<file path="src/rtl/rx_sample_scaler_ctrl.sv">
// ---------------------------------------------------------------------------
// rx_sample_scaler_ctrl
//
// Converts wide signed receive samples to OUT_W-bit signed samples at the end
// of the decimation chain: round-half-up after an arithmetic right shift by
// the current shift value, then saturate. Two-stage pipeline that stalls as a
// whole whenever the output register holds data downstream has not taken.
//
// Optional feature macro: RX_SCALER_AGC_EN
//   Defined     : gain scheduler (MEASURE/ADJUST) nudges the shift once per
//                 2^WIN_LOG2 output handshakes from clip and peak statistics.
//   Not defined : the shift changes only through shift_load_i.
//
// Ports
//   clk_i         clock, all logic on rising edge
//   rst_i         synchronous reset, active-high
//   data_i        IN_W signed input sample
//   valid_i       data_i valid
//   ready_o       block accepts data_i this cycle
//   data_o        OUT_W signed rounded, saturated sample
//   valid_o       data_o valid
//   ready_i       downstream accepts data_o
//   shift_set_i   software shift value
//   shift_load_i  one-cycle strobe: load shift_set_i (clamped)
//   shift_o       shift applied to newly accepted samples
//   clip_o        pulse when a saturated sample is transferred out
// ---------------------------------------------------------------------------
module rx_sample_scaler_ctrl #(
    parameter int IN_W      = 53,
    parameter int OUT_W     = 16,
    parameter int SHIFT_DEF = 38,
    parameter int SHIFT_MIN = 30,
    parameter int SHIFT_MAX = 44,
    parameter int WIN_LOG2  = 10
) (
    input  logic             clk_i,
    input  logic             rst_i,
    input  logic [IN_W-1:0]  data_i,
    input  logic             valid_i,
    output logic             ready_o,
    output logic [OUT_W-1:0] data_o,
    output logic             valid_o,
    input  logic             ready_i,
    input  logic [5:0]       shift_set_i,
    input  logic             shift_load_i,
    output logic [5:0]       shift_o,
    output logic             clip_o
);

    localparam int SUM_W = IN_W + 1;
    localparam logic [5:0] C_SDEF = 6'(SHIFT_DEF);
    localparam logic [5:0] C_SMIN = 6'(SHIFT_MIN);
    localparam logic [5:0] C_SMAX = 6'(SHIFT_MAX);
    localparam logic signed [SUM_W-1:0] SAT_MAX = (SUM_W'(1) << (OUT_W - 1)) - SUM_W'(1);
    // two's complement: ~max == -max-1 == most negative output value
    localparam logic signed [SUM_W-1:0] SAT_MIN = ~SAT_MAX;

    logic [5:0]              r_shift;
    logic                    r_v1;
    logic signed [SUM_W-1:0] r_sum1;
    logic [5:0]              r_s1;
    logic                    r_v2;
    logic [OUT_W-1:0]        r_data;
    logic                    r_clip2;

    logic                    w_adv;
    logic                    w_acc;
    logic signed [SUM_W-1:0] w_half;
    logic signed [SUM_W-1:0] w_sum1;
    logic signed [SUM_W-1:0] w_shr;
    logic [OUT_W-1:0]        w_sat;
    logic                    w_clip;
    logic [5:0]              w_load_val;

    // The output register either is empty or is being drained: everything moves.
    assign w_adv   = !r_v2 || ready_i;
    assign ready_o = !rst_i && w_adv;
    assign w_acc   = valid_i && ready_o;

    // Stage 1 adder: one extra bit so the rounding offset can never overflow.
    assign w_half = SUM_W'(1) << (r_shift - 6'd1);
    assign w_sum1 = $signed({data_i[IN_W-1], data_i}) + w_half;

    // Stage 2: floor shift of (x + half) gives round-half-up.
    assign w_shr = r_sum1 >>> r_s1;

    always_comb begin
        w_sat  = w_shr[OUT_W-1:0];
        w_clip = 1'b0;
        if (w_shr > SAT_MAX) begin
            w_sat  = SAT_MAX[OUT_W-1:0];
            w_clip = 1'b1;
        end else if (w_shr < SAT_MIN) begin
            w_sat  = SAT_MIN[OUT_W-1:0];
            w_clip = 1'b1;
        end
    end

    always_ff @(posedge clk_i) begin
        if (rst_i) begin
            r_v1    <= 1'b0;
            r_sum1  <= '0;
            r_s1    <= C_SDEF;
            r_v2    <= 1'b0;
            r_data  <= '0;
            r_clip2 <= 1'b0;
        end else if (w_adv) begin
            r_v1 <= w_acc;
            if (w_acc) begin
                r_sum1 <= w_sum1;
                r_s1   <= r_shift;   // each sample keeps the shift it was accepted with
            end
            r_v2 <= r_v1;
            if (r_v1) begin
                r_data  <= w_sat;
                r_clip2 <= w_clip;
            end
        end
    end

    assign data_o  = r_data;
    assign valid_o = r_v2;
    assign clip_o  = !rst_i && r_v2 && ready_i && r_clip2;
    assign shift_o = r_shift;

    always_comb begin
        w_load_val = shift_set_i;
        if (shift_set_i < C_SMIN)
            w_load_val = C_SMIN;
        else if (shift_set_i > C_SMAX)
            w_load_val = C_SMAX;
    end

`ifdef RX_SCALER_AGC_EN
    typedef enum logic {S_MEASURE, S_ADJUST} state_t;

    localparam logic [OUT_W:0] PEAK_LOW = (OUT_W+1)'(1) << (OUT_W - 3);

    state_t              r_state;
    logic [WIN_LOG2-1:0] r_win_cnt;
    logic                r_clip_seen;
    logic [OUT_W:0]      r_peak;
    logic                w_hs;
    logic [OUT_W:0]      w_abs;

    assign w_hs  = r_v2 && ready_i;
    // one extra bit so |-2^(OUT_W-1)| is representable
    assign w_abs = r_data[OUT_W-1] ? ({1'b0, ~r_data} + (OUT_W+1)'(1)) : {1'b0, r_data};

    always_ff @(posedge clk_i) begin
        if (rst_i) begin
            r_state     <= S_MEASURE;
            r_win_cnt   <= '0;
            r_clip_seen <= 1'b0;
            r_peak      <= '0;
            r_shift     <= C_SDEF;
        end else if (shift_load_i) begin
            // software load wins over a pending adjustment and restarts the window
            r_shift     <= w_load_val;
            r_state     <= S_MEASURE;
            r_win_cnt   <= '0;
            r_clip_seen <= 1'b0;
            r_peak      <= '0;
        end else begin
            case (r_state)
                S_MEASURE: begin
                    if (w_hs) begin
                        r_win_cnt <= r_win_cnt + 1'b1;
                        if (r_clip2)
                            r_clip_seen <= 1'b1;
                        if (w_abs > r_peak)
                            r_peak <= w_abs;
                        if (&r_win_cnt)
                            r_state <= S_ADJUST;
                    end
                end
                S_ADJUST: begin
                    if (r_clip_seen) begin
                        if (r_shift < C_SMAX)
                            r_shift <= r_shift + 6'd1;
                    end else if (r_peak < PEAK_LOW) begin
                        if (r_shift > C_SMIN)
                            r_shift <= r_shift - 6'd1;
                    end
                    // a handshake this cycle opens the next window
                    r_win_cnt   <= r_win_cnt + WIN_LOG2'(w_hs);
                    r_clip_seen <= w_hs && r_clip2;
                    r_peak      <= w_hs ? w_abs : '0;
                    r_state     <= S_MEASURE;
                end
                default: r_state <= S_MEASURE;
            endcase
        end
    end
`else
    // window size only matters to the gain scheduler
    logic [WIN_LOG2-1:0] w_unused_win;
    assign w_unused_win = '0;

    always_ff @(posedge clk_i) begin
        if (rst_i)
            r_shift <= C_SDEF;
        else if (shift_load_i)
            r_shift <= w_load_val;
    end
`endif

endmodule
</file>
<file path="config.mk">
export PLATFORM = sky130hd
export DESIGN_NAME = rx_sample_scaler_ctrl
export DESIGN_NICKNAME = d
export VERILOG_FILES = /design/src/rtl/rx_sample_scaler_ctrl.sv
export SDC_FILE = /design/constraint.sdc
export NUM_CORES = 1
export LEC_CHECK = 0
export CELL_PAD_IN_SITES_DETAIL_PLACEMENT = 1
export CELL_PAD_IN_SITES_GLOBAL_PLACEMENT = 1
export CORE_MARGIN = 10
export CORE_UTILIZATION = 45
export CTS_CLUSTER_DIAMETER = 60
export DETAILED_ROUTE_END_ITERATION = 16
export PLACE_DENSITY_LB_ADDON = 0.08
export SYNTH_ARGS = -nofsm -noshare
export SYNTH_HDL_FRONTEND = slang
export SYNTH_SLANG_ARGS = --single-unit
export TNS_END_PERCENT = 10
</file>
<file path="constraint.sdc">
create_clock -name clk_i -period 4.8 [get_ports clk_i]
set_clock_uncertainty 0.1 [all_clocks]
set_input_delay 0.96 -clock clk_i [delete_from_list [all_inputs] [get_ports clk_i]]
set_output_delay 0.96 -clock clk_i [all_outputs]
set_load 0.01 [all_outputs]
</file>
# Word level (Yosys, flattened, before mapping)
# Index checks and enable logic that the tools add are counted.
[word_totals] ff_bits=85 input_bits=64 output_inout_bits=25
[op_classes] n_addsub=2 magnitude_cmp=4 shifts=2 muxes=6 n_reduce_logical=10
[ops] op="$add 53x54->54" count=1
[ops] op="$gt 54x16->1 const B" count=1
[ops] op="$lt 54x16->1 const B" count=1
[ops] op="$shl 1x6->54 const A" count=1
[ops] op="$sshr 54x6->54" count=1
[ops] op="$mux 16" count=2
[ops] op="$mux 6" count=2
[ops] op="$gt 6x6->1 const B" count=1
[ops] op="$lt 6x5->1 const B" count=1
[ops] op="$sub 6x1->6 const B" count=1
[ops] op="$logic_and 1x1->1" count=5
[ops] op="$reduce_and 2->1" count=2
[ops] op="$logic_not 1->1" count=2
[ops] op="$mux 1" count=2
[ops] op="$logic_or 1x1->1" count=1

# Depth between registers and ports, before layout
[depth] depth_word=5 mapped_depth=18

# Worst setup path before layout
# No wires, ideal clock.
[synth_timing] path_kind="flip-flop to flip-flop" from="reg r_shift[0], in the netlist shift_o[0]" to="reg r_sum1[50]" setup_time_ns=0.116 t_arrival_ns=4.282 required_ns=4.584 setup_slack_ns=0.302 path_stages_with_launch=19 synth_period_minus_slack_ns=4.498 path_cell_list="dfxtp_1 > clkbuf_1 > nor2_1 > ha_1 > nor2b_1 > nand2_1 > nor2_1 > ha_1 > inv_1 > fa_1 > nand2b_1 > a21o_1 > a211oi_1 > o21a_1 > o211ai_1 > a311o_1 > a2111oi_0 > o21ai_0 > a31o_2"
[synth_between] elab_chain_len=3
[synth_lines] item="from (decl)" line="58" text="logic [5:0] r_shift;"
[synth_lines] item="from (signal assigned)" line="204" text="r_shift <= w_load_val;"
[synth_lines] item="$sub 6x1->6" line="81" text="assign w_half = SUM_W'(1) << (r_shift - 6'd1);"
[synth_lines] item="$shl 1x6->54" line="81"
[synth_lines] item="$add 53x54->54" line="82" text="assign w_sum1 = $signed({data_i[IN_W-1], data_i}) + w_half;"
[synth_lines] item="to (signal assigned)" line="110" text="r_sum1 <= w_sum1;"
[synth_lines] item="to (decl)" line="60" text="logic signed [SUM_W-1:0] r_sum1;"
# Every way passes these cells.
# A chain may end at the register's enable or synchronous reset.

# Worst setup path after layout
[layout_timing] from="reg r_shift[2], in the netlist shift_o[2]" to="reg r_sum1[50]"
# Same word-level chain as after synthesis.

==> impl_results.md <==
* Hold_ws at 360.4 ps
* #FFs+latches synth at 85
* First-pass iteration count of the detailed router at 7
* Max_slew headroom at 35.67%
* Power density cells at 215.6 mW/mm2
* Layout net count at 1,563
* RD Place Congestion at 0.9759
* Post-CTS setup buffers at 0
* Antenna violations before repair at 0
* CTS tree: done
* Slew @ Worst Pin at 961.4 ps
* Num CTS Buffers at 9
* Worst setup SP type: register
* Layout cells sized above 1 at 13.12%
* Initial DRC count at 999
* Die area at 0.03116 mm2
* Core footprint at 0.02425 mm2
* PortBufs at 88
* Antenna fix cells at 0
* Filler cells at 2,982
* Status: finished, final reports clean
* Synth cell types at 68
* DIE WIDTH at 176.5 um
* Post-route setup slack at 278.6 ps
* DRC viols at 0
* Area growth from synthesis to layout at 13.76%
* Post-DRT Antenna Nets at 0
* Routed vias/inst at 6.520
* Crit-path max FO at 5
* Synth Area per Inst at 7.852 um2
* # IOs at 89
* CTS clk-pin slew, worst paths at 80 ps
* Main synth FF type: dfxtp_1
* Max VDD drop at 0.1417 mV
* Crit share post-route at 94.20%
* Total Routing Usage GR at 27.25%
* Setup CP Type: reg2reg
* Final WL at 43.48 mm
* Synthesized area at 0.01102 mm2
* Final min period at 4521 ps
* CTS sink count at 85
* Worst Path Required at 4960 ps
* Post-synthesis net count at 1,524
* Avg WL per Cell at 24.54 um
* Sequential share of the synthesized area at 15.44%
* Worst EP arrival at 4680 ps
* Final Hold Viols at 0
* Post-Place Worst Slack at 55.54 ps
* First-pass GRT wire length at 67.42 mm
* Worst hold path type: reg2reg
* Worst-Skew Late Latency at 360 ps
* RSZ-0062 raised after global routing: yes
* DIE HEIGHT at 176.5 um
* Largest net degree at the start of global routing at 73
* # rows at 57
* Crit path capture type: register
* Final Setup Violations at 0
* Clock Tree Buf Depth at 2
* CTS H-tree lvls at 3
* Cell count after synthesis at 1,404
* Leak at 5.032 nW
* Root buf cell: clkbuf_16
* Max frequency at 221.2 MHz
* Congestion Overflow GR at 0
* Vias at 11,554
* Starting Density at 45.46%
* Max_cap viols at 0
* Post-synth EDFFs at 0
* Post-detail-place hpwl at 34.29 mm
* Synth async-reset ratio at 0%
* Ys Warns at 0
* Vias in the first global route at 11,569
* Final count of pins violating max slew at 0
## timing repair
action,in CTS,in global routing
gates resized for setup,0,8
setup endpoints to repair,0,10
hold buffers,0,0
## cells in the final DEF (no fill, tap or decap), types with 23 or more instances in the layout
cell type	Yosys	layout
xnor2_1	24	24
nor2_1	134	132
a21oi_1	101	100
a21o_1	36	36
o21ai_0	114	114
a211oi_1	26	26
nand2_1	134	133
ha_1	55	55
o211ai_1	26	26
buf_4	7	47
mux2i_1	60	60
dfxtp_1	85	81
nor3_1	36	35
clkdlybuf4s50_1	0	88
mux4_2	79	79
inv_1	39	39
mux2_2	23	23
nand3_1	75	75
## synthesized netlist by cell type (all sizes together), types with 41 or more instances
library cell	count	area, um2
inv	41	153.9
nand2	134	503.0
nor2	134	503.0
mux4	79	1779
ha	55	688.2
dfxtp	85	1702
mux2i	60	600.6
nand3	75	375.4
o21ai	114	570.6
buf	41	234.0
clkbuf	67	251.5
a21oi	101	505.5
## metal layers
metal / GRT usage (%) / share of wire [%] / vias up
li1: - / - / 5370
met1: 36.42 / 44 / 5697
met2: 44.53 / 47 / 422
met3: 3.311 / 5.8 / 65
met4: 9.317 / 2.9 / 0
met5: 0 / 0 / -
## flip-flops by register name, summed over array words and instances (netlist names)
| name | count |
|---|---|
| r_sum1 | 54 |
| valid_o | 1 |
| data_o | 16 |
| r_clip2 | 1 |
| r_s1 | 6 |
| r_v1 | 1 |
| shift_o | 6 |
## critical path, cell delays in order (launching register included)
cell,delay [ps]
dfxtp_1,440
inv_1,90
ha_1,300
nor2b_2,180
nand2_1,100
nor2_2,180
ha_1,210
inv_1,60
fa_1,410
nand2b_1,180
a21o_1,180
a211oi_1,310
buf_4,190
o21a_1,180
o211ai_1,150
a311o_1,360
a2111oi_2,400
o21ai_0,140
a31o_2,250
## layout make-up
class                           count  area (um2)  share of cell area, %
Clock inverter                      6       71.32                 0.5687
Tap cell                          324       405.4                  3.233
Timing Repair Buffer              136        1254                  9.997
Sequential cell                    85        1712                  13.65
Multi-Input combinational cell   1169        8712                  69.47
Inverter                           42       157.7                  1.257
Clock buffer                       10       229.0                  1.826
## power by group
group / switching (W) / internal (W) / leakage, nW / total [W]
Sequential: 0.000115 / 0.000763 / 0.703 / 0.000878
Clock: 0.000342 / 0.000409 / 0.140 / 0.000751
Combinational: 0.000599 / 0.000475 / 4.19 / 0.00107
## final timing paths
path / startpoint / endpoint / slack, ps / cells after the start
setup / recovery: shift_o[2] / r_sum1[50] / 280 / 18
hold / removal: r_sum1[0] / r_sum1[0] / 360 / 2
setup reg to reg: shift_o[2] / r_sum1[50] / 280 / 18
hold reg to reg: r_sum1[0] / r_sum1[0] / 360 / 2
## stage by stage
| stage | setup TNS [ps] | util (%) | power, W | cell area [um2] | instances |
|---|---|---|---|---|---|
| after global routing | -49.53 | 51.72 | 0.002829 | 12540 | 1772 |
| after global placement | 0 | 50.36 | 0.001919 | 12210 | 1756 |
| after floorplan | 0 | - | 0.001555 | 11020 | 1404 |
| after CTS | 0 | 51.59 | 0.002690 | 12510 | 1772 |
| after detailed placement | 0 | 50.36 | 0.001939 | 12210 | 1756 |
| final | 0 | 51.72 | 0.002704 | 12540 | 1772 |
## logic make-up (layout without fill, tap and decap cells)
kind of cell	Yosys count	after routing	synth area share, %
AOI/OAI and AO/OA	425	425	24.55
xor gates and xnor gates	43	43	3.416
and+or+nand+nor	483	483	20.41
buffers and inverters	150	194	5.834
adders and majority gates	56	56	6.424
muxes	162	162	23.94
DFF	85	85	15.44
(Power assumes the default switching activity.)
==> variant 1: new RTL, same settings <==
`IN_W`: 53 -> 106.
--- a/src/rtl/rx_sample_scaler_ctrl.sv
+++ b/src/rtl/rx_sample_scaler_ctrl.sv
@@ -26,7 +26,7 @@
 //   clip_o        pulse when a saturated sample is transferred out
 // ---------------------------------------------------------------------------
 module rx_sample_scaler_ctrl #(
-    parameter int IN_W      = 53,
+    parameter int IN_W      = 106,
     parameter int OUT_W     = 16,
     parameter int SHIFT_DEF = 38,
     parameter int SHIFT_MIN = 30,
Interface: changed (resized data_i); port bits go from 89 to 142. The function was not compared with the original's and may differ.
==> variant 1 against the unedited design <==
Final area up 88%. Routed wire length is 110% higher. Total power is 79% higher. Critical endpoint unchanged. Global-route usage increased by 6.1 points. Sequential cell count grew 53. Fmax shrank 4.2%. Combinational power increased by 90%. Via count up 91%. Area after synthesis is 77% higher. Worst setup slack got worse by 0.20 ns. Core utilization rose by 3.1 points.
==> variant 1: results <==
[setup_path]
worst_path_largest_cell_delay_ns = 0.50
crit_family = "compound AO/OA/AOI/OAI gates"
worstPathMaxFanout = 6
cp_num_buf_inv = 4
critPathSlowestCell = "or3b_2"

[layout]
registers.top_by_ff_count = "r_sum1"
drive_gt1_share_pct = 21.4
largest_reg_flops = 107
number_of_nets_at_the_end_of_the_flow = 2813
antenna_diode_count = 0
fillCellCount = 5226

[placement]
globalplace.congestion = 1.01
placement.cell_area_um2 = 22700
dp_hpwl_mm = 72.3
portBuffers = 141
preCtsSetupSlack_ns = -0.720

[logic_synthesis]
synth_commonest_cells = "250 x nor2_1, 237 x nand2_1, 162 x mux2i_1"
yosys-top-cells-area = "mux4_2 17%, dfxtp_1 14%, mux2i_1 8.3%"
synthFlopType = "dfxtp_1"
synth.yosys.seq_area_share_pct = 14.1
synth_top_area_share_pct = 16.6
share_of_async_settable_or_async_resettable_flops_after_synthesis_pct = 0
ys_types = 88
synth_fp_nets = 2605
synth.yosys.warnings = 0

[worst_hold_path]
hold_class = "flop to flop"

[grt]
global_route.usage.total_pct = 33.4
grt_pass1_vias = 22100
global_route_wire_length_before_repair_mm = 138
largest_net_degree_at_the_start_of_global_routing = 72
grt_antenna_before_repair = 1

[outcome]
outcome = "complete, no violations"

[clock_network]
ctsHtreeMaxLevel = 4
holdBufCountCts = 0
cts_made_buffers = 17
clk_pin_slew_worst_paths_ns = 0.07
clk_latency_ns = 0.48
max-clock-path-buffers = 2

[drt]
first_iter_violations = 2568
routedWlPerCell_um = 28.3
vias_per_cell = 6.82
drt-pass1-iter-count = 8

[power_and_ir_drop]
leakage_power_total_nw = 9.50
vdd_drop_max_mv = 0.163

[timing]
timing_hold_violations_final = 0
worstMarginPinSlew_ns = 1.09
## variant 1: cell types whose count changed after synthesis, moves of 41 or more
cell and delta:
o21ai_0 +45, mux2i_1 +102, nand2_1 +103, mux2_2 +49
clkbuf_1 +41, dfxtp_1 +53, nand3_1 +58, nor2_1 +116
mux4_2 +65
## variant 1: power by group
| group | internal [W] | switching (W) |
|---|---|---|
| Combinational | 0.000881 | 0.00115 |
| Sequential | 0.00124 | 0.000193 |
| Clock | 0.000773 | 0.000603 |
## variant 1: worst paths after layout
| path | from | cells past startpoint | endpoint | slack [ns] |
|---|---|---|---|---|
| worst max register to register | shift_o[1] | 19 | r_sum1[50] | 0.08 |
| worst min register to register | r_sum1[0] | 2 | r_sum1[0] | 0.36 |
| worst max-delay path | shift_o[1] | 19 | r_sum1[50] | 0.08 |
| worst min-delay path | r_sum1[0] | 2 | r_sum1[0] | 0.36 |
## variant 1: logic make-up after synthesis
group / count (synthesis) / share of synthesized area [%]
compound gates: 652 / 21.9
xor+xnor: 79 / 3.54
fa+ha+maj: 67 / 4.33
buf+inv: 228 / 5.23
flops: 138 / 14.1
mux: 381 / 29.3
simple gates: 876 / 21.6
## variant 1: area by class of cell
class | instances | area (um^2) | share of cell area, %
well taps | 585 | 732 | 3.11
clock inverters | 14 | 159 | 0.675
multi-input cells | 2055 | 16000 | 67.8
repair buffers | 385 | 3370 | 14.3
clock buffers | 18 | 429 | 1.82
inverters | 32 | 121 | 0.515
flip-flops and latches | 138 | 2780 | 11.8
## variant 1: metal layers
metal,GRT usage [%],wire (um)
met1,45.5,39200
met4,10.6,2960
met5,0,0
met3,5.58,7610
met2,52.9,41500
## variant 1: what timing repair did
action / CTS / global route
pin swaps: 2 / 9
gates resized for setup: 15 / 32
buffers inserted: 0 / 3
endpoints found under the setup margin: 52 / 64
## variant 1: metrics by stage
stage	util, %	power (W)	hold slack, ns	cells	TNS [ns]
after floorplan	-	0.00253	0.331	2421	-0.379
after global placement	52.9	0.00333	0.344	3192	-9.68
after detailed placement	52.9	0.00339	0.352	3192	-15.29
after CTS	54.4	0.00477	0.363	3224	0
after global routing	54.8	0.00500	0.397	3227	-0.361
final	54.8	0.00484	0.360	3227	0
## variant 1: worst register-to-register path, cell delays in order (launching register included)
cell,delay [ns]
dfxtp_1,0.34
nor2_4,0.17
ha_4,0.24
or3b_2,0.50
nor2_1,0.17
ha_1,0.29
a21oi_1,0.23
nor2b_1,0.26
a21oi_2,0.15
buf_4,0.18
a211oi_1,0.27
buf_4,0.18
a211oi_2,0.08
o21ai_0,0.22
buf_4,0.15
a21oi_1,0.09
a211oi_2,0.35
buf_4,0.19
xor2_1,0.22
o21ai_0,0.18
==> variant 2: new RTL, same flow settings <==
Made on the original files. Build with the macro `RX_SCALER_AGC_EN` defined.
--- a/src/rtl/rx_sample_scaler_ctrl.sv
+++ b/src/rtl/rx_sample_scaler_ctrl.sv
@@ -25,6 +25,8 @@
 //   shift_o       shift applied to newly accepted samples
 //   clip_o        pulse when a saturated sample is transferred out
 // ---------------------------------------------------------------------------
+`define RX_SCALER_AGC_EN
+
 module rx_sample_scaler_ctrl #(
     parameter int IN_W      = 53,
     parameter int OUT_W     = 16,
Behaviour: no difference found for any inputs over 4 cycles, from zero or initial values and one cycle with rst_i high; that may be too few to reach the edited logic, so the function may still have changed.
==> variant 2 against the unedited design <==
Sequential power increased by 34%. Routed wire length increased by 9.5%. Synthesized cell count increased by 21%. Non-clock buffer count increased by 14. Worst setup slack got worse by 0.027 ns. Clock power increased by 62%. Core utilization increased by 0.74 points. Area after synthesis increased by 19%. Sequential cell count increased by 29. Total power increased by 40%. Final area increased by 20%. Critical path type unchanged. Largest power group unchanged. Highest routed layer unchanged.
==> variant 2: results <==
[logic_synthesis]
synth_commonest_cells = "177 x nand2_1, 176 x nor2_1, 129 x o21ai_0"
syn_area_per_cell_um2 = 7.77
synth.yosys.warnings = 0
share_of_async_settable_or_async_resettable_flops_after_synthesis_pct = 0
synth_fp_nets = 1838
yosys-top-cells-area = "dfxtp_1 17%, mux4_2 10%, ha_1 7.6%"
ys_types = 80
synth_top_cell_by_area = "dfxtp_1"
synth.yosys.seq_area_share_pct = 17.4

[placement]
portBuffers = 88
dp_hpwl_mm = 37.1
globalplace.congestion = 0.969

[power_and_ir_drop]
power_switching_w = 0.00141
vdd_drop_max_mv = 0.259
leakage_power_total_nw = 6.02

[timing]
report.final.setup_viol = 0
worstMarginPinSlew_ns = 1.13

[layout]
drive_gt1_share_pct = 13.8
registers.top_by_ff_count = "r_sum1"
largest_reg_flops = 54
finalNonFillerCells = 2128
antenna_diode_count = 0
number_of_nets_at_the_end_of_the_flow = 1876

[worst_hold_path]
holdPathStages = 2
hold_class = "flop to flop"
worstHoldEndpoint = "r_sum1[0]"
worstHoldStart = "r_sum1[0]"

[drt]
vias_per_cell = 6.31
first_iter_violations = 986
routedWlPerCell_um = 22.4
drt-pass1-iter-count = 5

[clock_network]
cts_made_buffers = 17
ctsHtreeMaxLevel = 4
cts.root.buffer_cell = "clkbuf_16"
max-clock-path-buffers = 2
clk_latency_ns = 0.43
clk_pin_slew_worst_paths_ns = 0.06

[setup_path]
regToRegEndpoint = "r_sum1[52]"
critical_path.reg2reg.startpoint = "shift_o[0]"
worstPathMaxFanout = 13
setup.reg_to_reg.worst_slack_ns = 0.25
reg2regPathDepth = 18
critPathSlowestCell = "or3_4"
worst_path_largest_cell_delay_ns = 0.41
worst_ep_arrival_time_ns = 4.76

[grt]
global_route.usage.total_pct = 25.9
grt_pass1_vias = 13500
largest_net_degree_at_the_start_of_global_routing = 60
grt_antenna_before_repair = 0
global_route_wire_length_before_repair_mm = 76.2

[outcome]
outcome = "complete, no violations"
==> variant 2: critical path, delay by kind of cell, from the launching register on <==
| family | cells | cell delay [ns] |
|---|---|---|
| flops | 1 | 0.31 |
| buf+inv | 2 | 0.31 |
| compound gates | 7 | 1.82 |
| xor+xnor | 1 | 0.17 |
| simple gates | 7 | 1.40 |
| fa+ha+maj | 1 | 0.32 |
==> variant 2: how the worst max path moves through the flow <==
stage,start,end,cells after the start
final,shift_o[0],r_sum1[52],18
after global routing,shift_o[0],r_sum1[51],19
after CTS,shift_o[0],r_sum1[52],18
after detailed placement,shift_o[0],r_sum1[52],18
after global placement,data_i[0],r_sum1[52],14
after floorplan,shift_o[2],r_sum1[51],20
==> variant 2: power groups by stage <==
stage | clock (W) | combinational, W | sequential [W]
2_1_floorplan | 0 | 0.000920 | 0.00112
3_3_place_gp | 0 | 0.00132 | 0.00119
3_5_place_dp | 0 | 0.00135 | 0.00119
4_1_cts | 0.00125 | 0.00136 | 0.00117
5_1_grt | 0.00129 | 0.00150 | 0.00119
6_report | 0.00122 | 0.00137 | 0.00118
==> variant 2: metrics by stage <==
step | total power (W) | TNS (ns) | instance area [um^2] | hold slack (ns) | worst slack [ns]
floorplan | 0.00204 | 0 | 13100 | 0.331 | 0.211
global placement | 0.00251 | 0 | 14400 | 0.349 | 0.234
detailed placement | 0.00254 | 0 | 14400 | 0.350 | 0.0433
CTS | 0.00378 | 0 | 15000 | 0.376 | 0.0241
global route | 0.00398 | -0.0355 | 15100 | 0.390 | -0.0246
finish | 0.00377 | 0 | 15100 | 0.372 | 0.251
==> variant 2: cell families after synthesis <==
group / Yosys count / share of synthesized area [%]
xor gates and xnor gates: 78 / 5.20
other: 1 / 0.0285
muxes: 179 / 20.6
DFF: 114 / 17.4
AOI/OAI and AO/OA: 451 / 21.7
buffers and inverters: 184 / 5.98
and+or+nand+nor: 605 / 21.4
adders and majority gates: 81 / 7.77
==> variant 2: layout make-up <==
type                       count  area (um^2)
clock buffer                  19          443
clock inverter                13          129
fill                        3525        13700
inverter                      53          199
multi-input combinational   1395        10200
sequential                   114         2290
tap                          384          480
timing repair buffer         150         1360
==> variant 2: timing repair <==
action,4_1_cts,5_1_grt
setup endpoints to repair,0,22
hold buffers,0,0
resized for setup,0,24
hold endpoints to repair,0,0
setup buffers,0,1
==> variant 2: per-layer routing <==
| metal | GRT usage (%) | share of wire (%) |
|---|---|---|
| met5 | 0 | 0 |
| met1 | 35.7 | 46 |
| met2 | 41.6 | 47 |
| met3 | 3.12 | 4.6 |
| met4 | 7.60 | 2.3 |
